## src/rtl/nist_block_ctrl_pkg.sv

```systemverilog
// Shared types and constants for the NIST block sequencer.
// Holds the FSM state type and the result record layout.
package nist_pkg;

  typedef enum logic [1:0] {
    IDLE,
    COLLECT,
    EVAL,
    REPORT
  } state_t;

  localparam int REC_BYTES   = 5;
  localparam int MONO_OK_BIT = 7;
  localparam int RUNS_OK_BIT = 6;

  function automatic logic [7:0] status_byte(
    input logic       mono,
    input logic       runs,
    input logic [3:0] log_n
  );
    logic [7:0] s;
    s = {4'h0, log_n};
    s[MONO_OK_BIT] = mono;
    s[RUNS_OK_BIT] = runs;
    return s;
  endfunction

endpackage

```

## src/rtl/nist_block_ctrl_if.sv

```systemverilog
// Serial bit input and 8-bit result bus of the NIST sequencer.
// The sequencer is the slave; the producer/consumer side is the master.
interface nist_block_ctrl_if;

  logic       bit_in;
  logic       bit_valid;
  logic [7:0] out_data;
  logic       out_valid;
  logic       out_ready;

  modport master (
    output bit_in, bit_valid, out_ready,
    input  out_data, out_valid
  );

  modport slave (
    input  bit_in, bit_valid, out_ready,
    output out_data, out_valid
  );

endinterface

```

## src/rtl/nist_block_ctrl_bit_stats.sv

```systemverilog
// Ones / runs / bit counters over one block of 2^LOG_N bits.
// last_bit flags that the bit accepted this cycle completes the block.
module nist_bit_stats #(
  parameter int LOG_N = 8
) (
  input  logic           clk,
  input  logic           rst,
  input  logic           clr,
  input  logic           en,
  input  logic           bit_in,
  output logic [LOG_N:0] ones,
  output logic [15:0]    runs,
  output logic           last_bit
);

  localparam logic [LOG_N:0] LAST =
    (LOG_N+1)'((1 << LOG_N) - 1);

  logic [LOG_N:0] bitcnt;
  logic           prev;

  always_ff @(posedge clk or posedge rst) begin
    if (rst) begin
      ones   <= '0;
      bitcnt <= '0;
      runs   <= '0;
      prev   <= 1'b0;
    end else if (clr) begin
      ones   <= '0;
      bitcnt <= '0;
      runs   <= '0;
      prev   <= 1'b0;
    end else if (en) begin
      ones   <= ones + {{LOG_N{1'b0}}, bit_in};
      bitcnt <= bitcnt + {{LOG_N{1'b0}}, 1'b1};
      prev   <= bit_in;
      if (bitcnt == '0)
        runs <= 16'd1;
      else
        runs <= runs + {15'd0, bit_in ^ prev};
    end
  end

  assign last_bit = en & (bitcnt == LAST);

endmodule

```

## src/rtl/nist_block_ctrl.sv

```systemverilog
// Block sequencer: collect 2^LOG_N bits, judge monobit and runs,
// then stream a 5-byte result record over a valid/ready bus.
module nist_block_ctrl
  import nist_pkg::*;
#(
  parameter int LOG_N = 8
) (
  input  logic              clk,
  input  logic              rst,
  input  logic              start,
  input  logic              abort,
  input  logic [LOG_N:0]    mono_tol,
  input  logic [15:0]       runs_lo,
  input  logic [15:0]       runs_hi,
  nist_block_ctrl_if.slave  bus,
  output logic              busy,
  output logic              done,
  output logic              pass
);

  localparam int W = LOG_N + 2;
  localparam logic [2:0] LAST_IDX = 3'(REC_BYTES - 1);

  state_t         state, state_nx;
  logic [LOG_N:0] tol_q;
  logic [15:0]    lo_q, hi_q;
  logic           mono_ok, runs_ok;
  logic [2:0]     idx;

  logic [LOG_N:0] ones;
  logic [15:0]    runs, ones16;
  logic           last_bit;
  logic           clr, en, acc, begin_blk;

  logic [W-1:0]   diff, mag;
  logic           mono_c, runs_c;

  nist_bit_stats #(.LOG_N(LOG_N)) u_stats (
    .clk      (clk),
    .rst      (rst),
    .clr      (clr),
    .en       (en),
    .bit_in   (bus.bit_in),
    .ones     (ones),
    .runs     (runs),
    .last_bit (last_bit)
  );

  assign begin_blk = (state == IDLE) & start & ~abort;
  assign acc       = bus.out_valid & bus.out_ready;
  assign ones16    = 16'(ones);

  // 2*ones - N wraps harmlessly: the true result lies in [-N, N]
  assign diff   = {ones, 1'b0} - (W'(1) << LOG_N);
  assign mag    = diff[W-1] ? (~diff + W'(1)) : diff;
  assign mono_c = mag <= {1'b0, tol_q};
  assign runs_c = (lo_q <= hi_q) & (runs >= lo_q) & (runs <= hi_q);

  always_ff @(posedge clk or posedge rst) begin
    if (rst) state <= IDLE;
    else     state <= state_nx;
  end

  always_comb begin
    state_nx = state;
    if (abort) begin
      state_nx = IDLE;
    end else begin
      unique case (state)
        IDLE:    if (start)    state_nx = COLLECT;
        COLLECT: if (last_bit) state_nx = EVAL;
        EVAL:                  state_nx = REPORT;
        REPORT:  if (acc && idx == LAST_IDX)
                   state_nx = IDLE;
        default:               state_nx = IDLE;
      endcase
    end
  end

  always_comb begin
    busy          = state != IDLE;
    bus.out_valid = state == REPORT;
    clr           = begin_blk;
    en            = (state == COLLECT) & bus.bit_valid;
    bus.out_data  = 8'h00;
    if (state == REPORT) begin
      unique case (idx)
        3'd0:    bus.out_data =
                   status_byte(mono_ok, runs_ok, 4'(LOG_N));
        3'd1:    bus.out_data = ones16[15:8];
        3'd2:    bus.out_data = ones16[7:0];
        3'd3:    bus.out_data = runs[15:8];
        3'd4:    bus.out_data = runs[7:0];
        default: bus.out_data = 8'h00;
      endcase
    end
  end

  always_ff @(posedge clk or posedge rst) begin
    if (rst) begin
      tol_q   <= '0;
      lo_q    <= '0;
      hi_q    <= '0;
      mono_ok <= 1'b0;
      runs_ok <= 1'b0;
      pass    <= 1'b0;
      idx     <= '0;
      done    <= 1'b0;
    end else begin
      done <= (state == REPORT) & acc &
              (idx == LAST_IDX) & ~abort;
      if (begin_blk) begin
        tol_q <= mono_tol;
        lo_q  <= runs_lo;
        hi_q  <= runs_hi;
        pass  <= 1'b0;
      end
      if (state == EVAL) begin
        mono_ok <= mono_c;
        runs_ok <= runs_c;
        pass    <= mono_c & runs_c;
        idx     <= '0;
      end else if (state == REPORT && acc) begin
        idx <= idx + 3'd1;
      end
    end
  end

endmodule

```

## src/flat_wrapper.sv

```systemverilog
// flat-port wrapper written by rule: the top's interface ports become plain ports
module nist_block_ctrl_flat import nist_pkg::*;
#(
  parameter int LOG_N = 8
)
  (clk, rst, start, abort, mono_tol, runs_lo, runs_hi, busy, done, pass, bus_bit_in, bus_bit_valid, bus_out_ready, bus_out_data, bus_out_valid);
  nist_block_ctrl_if bus_i ();
  input  logic clk;
  input  logic rst;
  input  logic start;
  input  logic abort;
  input  logic [LOG_N:0] mono_tol;
  input  logic [15:0] runs_lo;
  input  logic [15:0] runs_hi;
  output logic busy;
  output logic done;
  output logic pass;
  input wire logic [$bits(bus_i.bit_in)-1:0] bus_bit_in;
  input wire logic [$bits(bus_i.bit_valid)-1:0] bus_bit_valid;
  input wire logic [$bits(bus_i.out_ready)-1:0] bus_out_ready;
  output wire logic [$bits(bus_i.out_data)-1:0] bus_out_data;
  output wire logic [$bits(bus_i.out_valid)-1:0] bus_out_valid;
  assign bus_i.bit_in = bus_bit_in;
  assign bus_i.bit_valid = bus_bit_valid;
  assign bus_i.out_ready = bus_out_ready;
  assign bus_out_data = bus_i.out_data;
  assign bus_out_valid = bus_i.out_valid;
  nist_block_ctrl #(.LOG_N(LOG_N)) u_core (.clk(clk), .rst(rst), .start(start), .abort(abort), .mono_tol(mono_tol), .runs_lo(runs_lo), .runs_hi(runs_hi), .bus(bus_i), .busy(busy), .done(done), .pass(pass));
endmodule
```

## config.mk

```make
export PLATFORM = sky130hd
export DESIGN_NAME = nist_block_ctrl_flat
export DESIGN_NICKNAME = d
export VERILOG_FILES = /design/src/rtl/nist_block_ctrl_pkg.sv /design/src/rtl/nist_block_ctrl_if.sv /design/src/rtl/nist_block_ctrl_bit_stats.sv /design/src/rtl/nist_block_ctrl.sv /design/src/flat_wrapper.sv
export SDC_FILE = /design/constraint.sdc
export NUM_CORES = 1
export LEC_CHECK = 0
export ABC_CLOCK_PERIOD_IN_PS = 5200
export BUFFER_PORTS_ARGS = -buffer_cell sky130_fd_sc_hd__buf_2
export CAP_MARGIN = 20
export CORE_MARGIN = 1
export CORE_UTILIZATION = 40
export DETAILED_ROUTE_END_ITERATION = 16
export GPL_TIMING_DRIVEN = 1
export PLACE_DENSITY_LB_ADDON = 0.1
export SYNTH_ARGS = -nofsm -noshare
export SYNTH_HDL_FRONTEND = slang
export SYNTH_HIERARCHICAL = 1
export SYNTH_SLANG_ARGS = --single-unit
```

## constraint.sdc

```tcl
create_clock -name clk -period 5.2 [get_ports clk]
set_input_delay 1.04 -clock clk [delete_from_list [all_inputs] [get_ports clk]]
set_output_delay 1.04 -clock clk [all_outputs]
set_load 0.005 [all_outputs]
```

==> results <==
- The actual slew at the worst max-slew pin is 0.878 ns.
- The analysis attributes to net switching a power of 0.00120 W.
- The final count of hold timing violations is 0.
- The final antenna diode count is 0.
- The start of the worst register-to-register path is u_core/u_stats/ones[7].
- The mux contribution to synthesized area is 0.0112.
- The maximum buffer depth of the clock tree is 2.
- The synthesized design spends more area on one cell type than any other, namely sky130_fd_sc_hd__dfrtp_1.
- The floorplan step set the die width to 119 µm.
- Of the total power, the share spent switching nets is 0.391.
- In this run the post-CTS setup repair buffer count came out at 0.
- The count of flip-flops with a built-in enable after synthesis is 0.
- The power density relative to cell area is 487 nW/µm².
- The maximum fanout count along the critical path is 9.
- For this block, the routed nets add up to 14.0 mm of wire.
- After global routing the overflow that remains totals 0.
- The combinational family with the most area after synthesis is simple AND/OR/NAND/NOR gates.
- The type of destination of the critical path is an output pin.
- Of the total synthesized cell area, the portion taken by full adders, half adders and majority gates is 0.166.
- Dividing the final minimum period by the clock period gives 0.645.
- VDD sags by at most 0.000266 V.
- The setup total negative slack is 0 ns.
- By instance count, the leading cell after synthesis is sky130_fd_sc_hd__dfrtp_1.
- The die covers 14,200 µm².
- The number of buffers inserted by port buffering is 59.
- The number of DRC markers after the initial detailed-route iteration is 303.
- The number of routed nets with antenna violations is 0.
- The weighted congestion reported at the end of routability-driven placement is 0.839.
- The core region is 13,300 µm².
- Summing every instance area after synthesis gives 5490 µm².
- The number of setup violations in the final report is 0.
- The startpoint type of the worst setup path is a flip-flop.
- After synthesis, the mean cell area works out to 9.15 µm².
- The category of the critical setup timing path is flip-flop to output pin.
- The tree is rooted in a sky130_fd_sc_hd__clkbuf_16.
- Compared with the post-synthesis result, the final layout area differs by 15.0%.
- Of the cells placed in the final design, the portion with a size suffix greater than 1 is 0.140.
- Of the total synthesized cell area, the portion taken by XOR and XNOR cells is 0.0526.
- The final layout contains 779 nets.
- The number of global-route vias before repair is 4,518.
- Counting every sink on the clock net gives 85.
- The post-cts repair resize count is 0.
- The clock latency on the worst-skew pair is 0.35 ns.
- The data required time of the critical path is 4.16 ns.
- The clock network fraction of design power is 0.242.
- The first global-routing pass estimated 23.7 mm of wire.
- The cell depth of the worst min-delay path is 2.
- After detailed routing, the number of remaining DRC violations is 0.
- The flow ran to the end, and the final reports show no timing, DRC or antenna violations.
- The fmax is 0.298 GHz.
- From bottom edge to top edge, the die measures 119 µm.
- Of the post-synthesis cell area, the dominant cell type holds 0.387.
- The terminus of the critical flop-to-flop path is u_core/pass.
- The total power is 0.00308 W.
- The average detailed-routed wire length per instance is 16.7 µm.
- In this run the number of H-tree levels came out at 3.
- The post-detailed-placement half-perimeter wirelength is 10.5 mm.
- The largest net degree at the start of global routing is 56.
- The initial antenna violation count is 0.
- The post-cts hold buffer count is 0.
- The number of placement rows is 42.
- The analysis attributes to cell leakage a power of 3.08 nW.
- The worst-case reg-to-reg path depth is 10.
- Synthesis inferred 85 register bits.
- The initial utilization of the core area, before any placement, comes to 0.413.
- In the global route stage, overall resource usage came out at 0.216.
- The most used flip-flop cell after synthesis is sky130_fd_sc_hd__dfrtp_1.
- The sequential fraction of design power is 0.327.
- The number of nets produced by synthesis is 721.
- The number of pins exceeding their max-slew limit in the final report is 0.
- The cell-internal power is 0.00187 W.
- In this run the most critical hold path is launched from u_core/runs_ok.
- The count of max-cap constraint violations is 0.
- During synthesis, Yosys emitted a total of 6 warnings.
- The placed cell area is 5970 µm².
- The min-delay analysis places its worst path in the category flip-flop to flip-flop.
- Ranked by total cell area, the synthesized netlist is headed by sky130_fd_sc_hd__dfrtp_1 (39%), sky130_fd_sc_hd__ha_1 (17%), sky130_fd_sc_hd__nand2_1 (4.7%).
- The power share of the combinational group is 0.431.
- The shortest period the worst path allows is 3.36 ns.
- The post-synthesis sequential area ratio is 0.387.
- The count of vias placed by the detailed router is 4,449.
- Setup repair after global routing left no endpoint under its margin.
- The final worst clock skew is 0.00547 ns.
- The top-level I/O count is 60.
- Synthesis produced 600 cells.
- Data on the critical path arrives at its endpoint at 2.32 ns.
- In the synthesized netlist, the cells that appear most often are sky130_fd_sc_hd__dfrtp_1 (85), sky130_fd_sc_hd__ha_1 (73), sky130_fd_sc_hd__nand2_1 (69), sky130_fd_sc_hd__inv_1 (62), sky130_fd_sc_hd__nor2_1 (56).
- In this run the register-to-register setup slack is 2.51 ns.
- For hold timing, the worst endpoint is u_core/runs_ok.
- The clock tree from TritonCTS is done.
- The normalized max-slew margin is 0.415.
- The cell area after layout is 6320 µm².
- Clock-pin slew was measured on the worst setup and hold paths at 0.06 ns.
- After synthesis, the share of flip-flops with an asynchronous set or reset is 1.00.
- For this run, the detailed router's first-pass iteration total came to 5.
- The complex-gate fraction of the synthesized area is 0.150.
- The area share of and/or/nand/nor cells after synthesis is 0.178.
- The TritonCTS buffer count is 9.
- Synthesis instantiated 61 different standard cells from the library.
- In the routed layout, each cell is associated on average with a via count of 5.30.
-- sequential cells by signal (all words and copies together) (netlist names), 2 cells and up --
register and count:
u_core/hi_q 16, u_core/u_stats/ones 9, u_core/u_stats/bitcnt 9, u_core/idx 3, u_core/lo_q 16, u_core/tol_q 9, u_core/state 2, u_core/u_stats/runs 16
-- layout make-up --
class                      instances  area, µm²
tap                              176        220
clock buffer                      10        229
multi-input combinational        435       3060
timing repair buffer              64        333
clock inverter                     6        111
inverter                          63        236
sequential                        85       2130
fill                            1265       6980
-- through the flow --
stage	util	cells	worst slack, ns	hold WS [ns]
CTS	0.475	838	1.83	0.523
floorplan	-	600	2.53	0.447
detailed placement	0.449	822	1.92	0.506
global placement	0.449	822	2.01	0.498
global route	0.475	839	1.69	0.555
finish	0.475	839	1.84	0.517
-- placed cells by master, fill, tap and decap left out, types with 3 or more instances in the layout --
| cell type | instances |
|---|---|
| sky130_fd_sc_hd__a21oi_1 | 28 |
| sky130_fd_sc_hd__o21ai_0 | 45 |
| sky130_fd_sc_hd__nand2_1 | 69 |
| sky130_fd_sc_hd__a222oi_1 | 7 |
| sky130_fd_sc_hd__a22o_1 | 3 |
| sky130_fd_sc_hd__o21ai_1 | 3 |
| sky130_fd_sc_hd__xnor2_1 | 14 |
| sky130_fd_sc_hd__mux2i_1 | 5 |
| sky130_fd_sc_hd__clkbuf_16 | 9 |
| sky130_fd_sc_hd__and2_1 | 3 |
| sky130_fd_sc_hd__ha_1 | 73 |
| sky130_fd_sc_hd__nand3_1 | 12 |
| sky130_fd_sc_hd__nand4_1 | 17 |
| sky130_fd_sc_hd__dfrtp_1 | 85 |
| sky130_fd_sc_hd__buf_2 | 59 |
| sky130_fd_sc_hd__and3_1 | 4 |
| sky130_fd_sc_hd__inv_1 | 61 |
| sky130_fd_sc_hd__nor3_1 | 10 |
| sky130_fd_sc_hd__o31ai_1 | 4 |
| sky130_fd_sc_hd__nand3b_1 | 3 |
| sky130_fd_sc_hd__a21o_1 | 7 |
| sky130_fd_sc_hd__or3_1 | 3 |
| sky130_fd_sc_hd__buf_4 | 5 |
| sky130_fd_sc_hd__nor2_1 | 56 |
| sky130_fd_sc_hd__nor4_1 | 7 |
| sky130_fd_sc_hd__a211oi_1 | 4 |
| sky130_fd_sc_hd__bufinv_16 | 3 |
| sky130_fd_sc_hd__xor2_1 | 19 |
-- power by group through the flow --
stage | Sequential [W] | Combinational, W | Clock, W
after floorplan | 0.000964 | 0.00101 | 0
after global placement | 0.00101 | 0.00127 | 0
after detailed placement | 0.00102 | 0.00132 | 0
after CTS | 0.00101 | 0.00134 | 0.000768
after global routing | 0.00103 | 0.00154 | 0.000794
final | 0.00101 | 0.00133 | 0.000743
-- kinds of logic after synthesis --
group | after synthesis
AOI/OAI and AO/OA | 123
xor gates and xnor gates | 33
adders and majority gates | 73
buffers and inverters | 80
DFF | 85
muxes | 6
and+or+nand+nor | 200
-- critical path, stage by stage, from the launching register on --
cell and delay, ns:
sky130_fd_sc_hd__dfrtp_1 0.42, sky130_fd_sc_hd__ha_1 0.20, sky130_fd_sc_hd__ha_1 0.29, sky130_fd_sc_hd__o31ai_1 0.77, sky130_fd_sc_hd__nor2_1 0.13, sky130_fd_sc_hd__buf_2 0.16
-- layer usage --
layer	vias to the layer above	wire [µm]	global-route usage
met5	-	0	0
met2	92	6530	0.343
met4	0	347	0.0941
met1	2099	6680	0.291
li1	2234	-	-
met3	24	467	0.0340
-- how the worst max path moves through the flow --
stage,from,end,slack (ns),cells after the start
finish,u_core/idx[1],bus_out_data[2],1.84,5
floorplan,abort,u_core/u_stats/runs[10],2.53,8
detailed placement,abort,u_core/u_stats/runs[12],1.92,7
global placement,abort,u_core/u_stats/runs[10],2.01,7
global route,u_core/idx[0],bus_out_data[2],1.69,7
CTS,u_core/idx[1],bus_out_data[4],1.83,5
(Power assumes the default switching activity.)
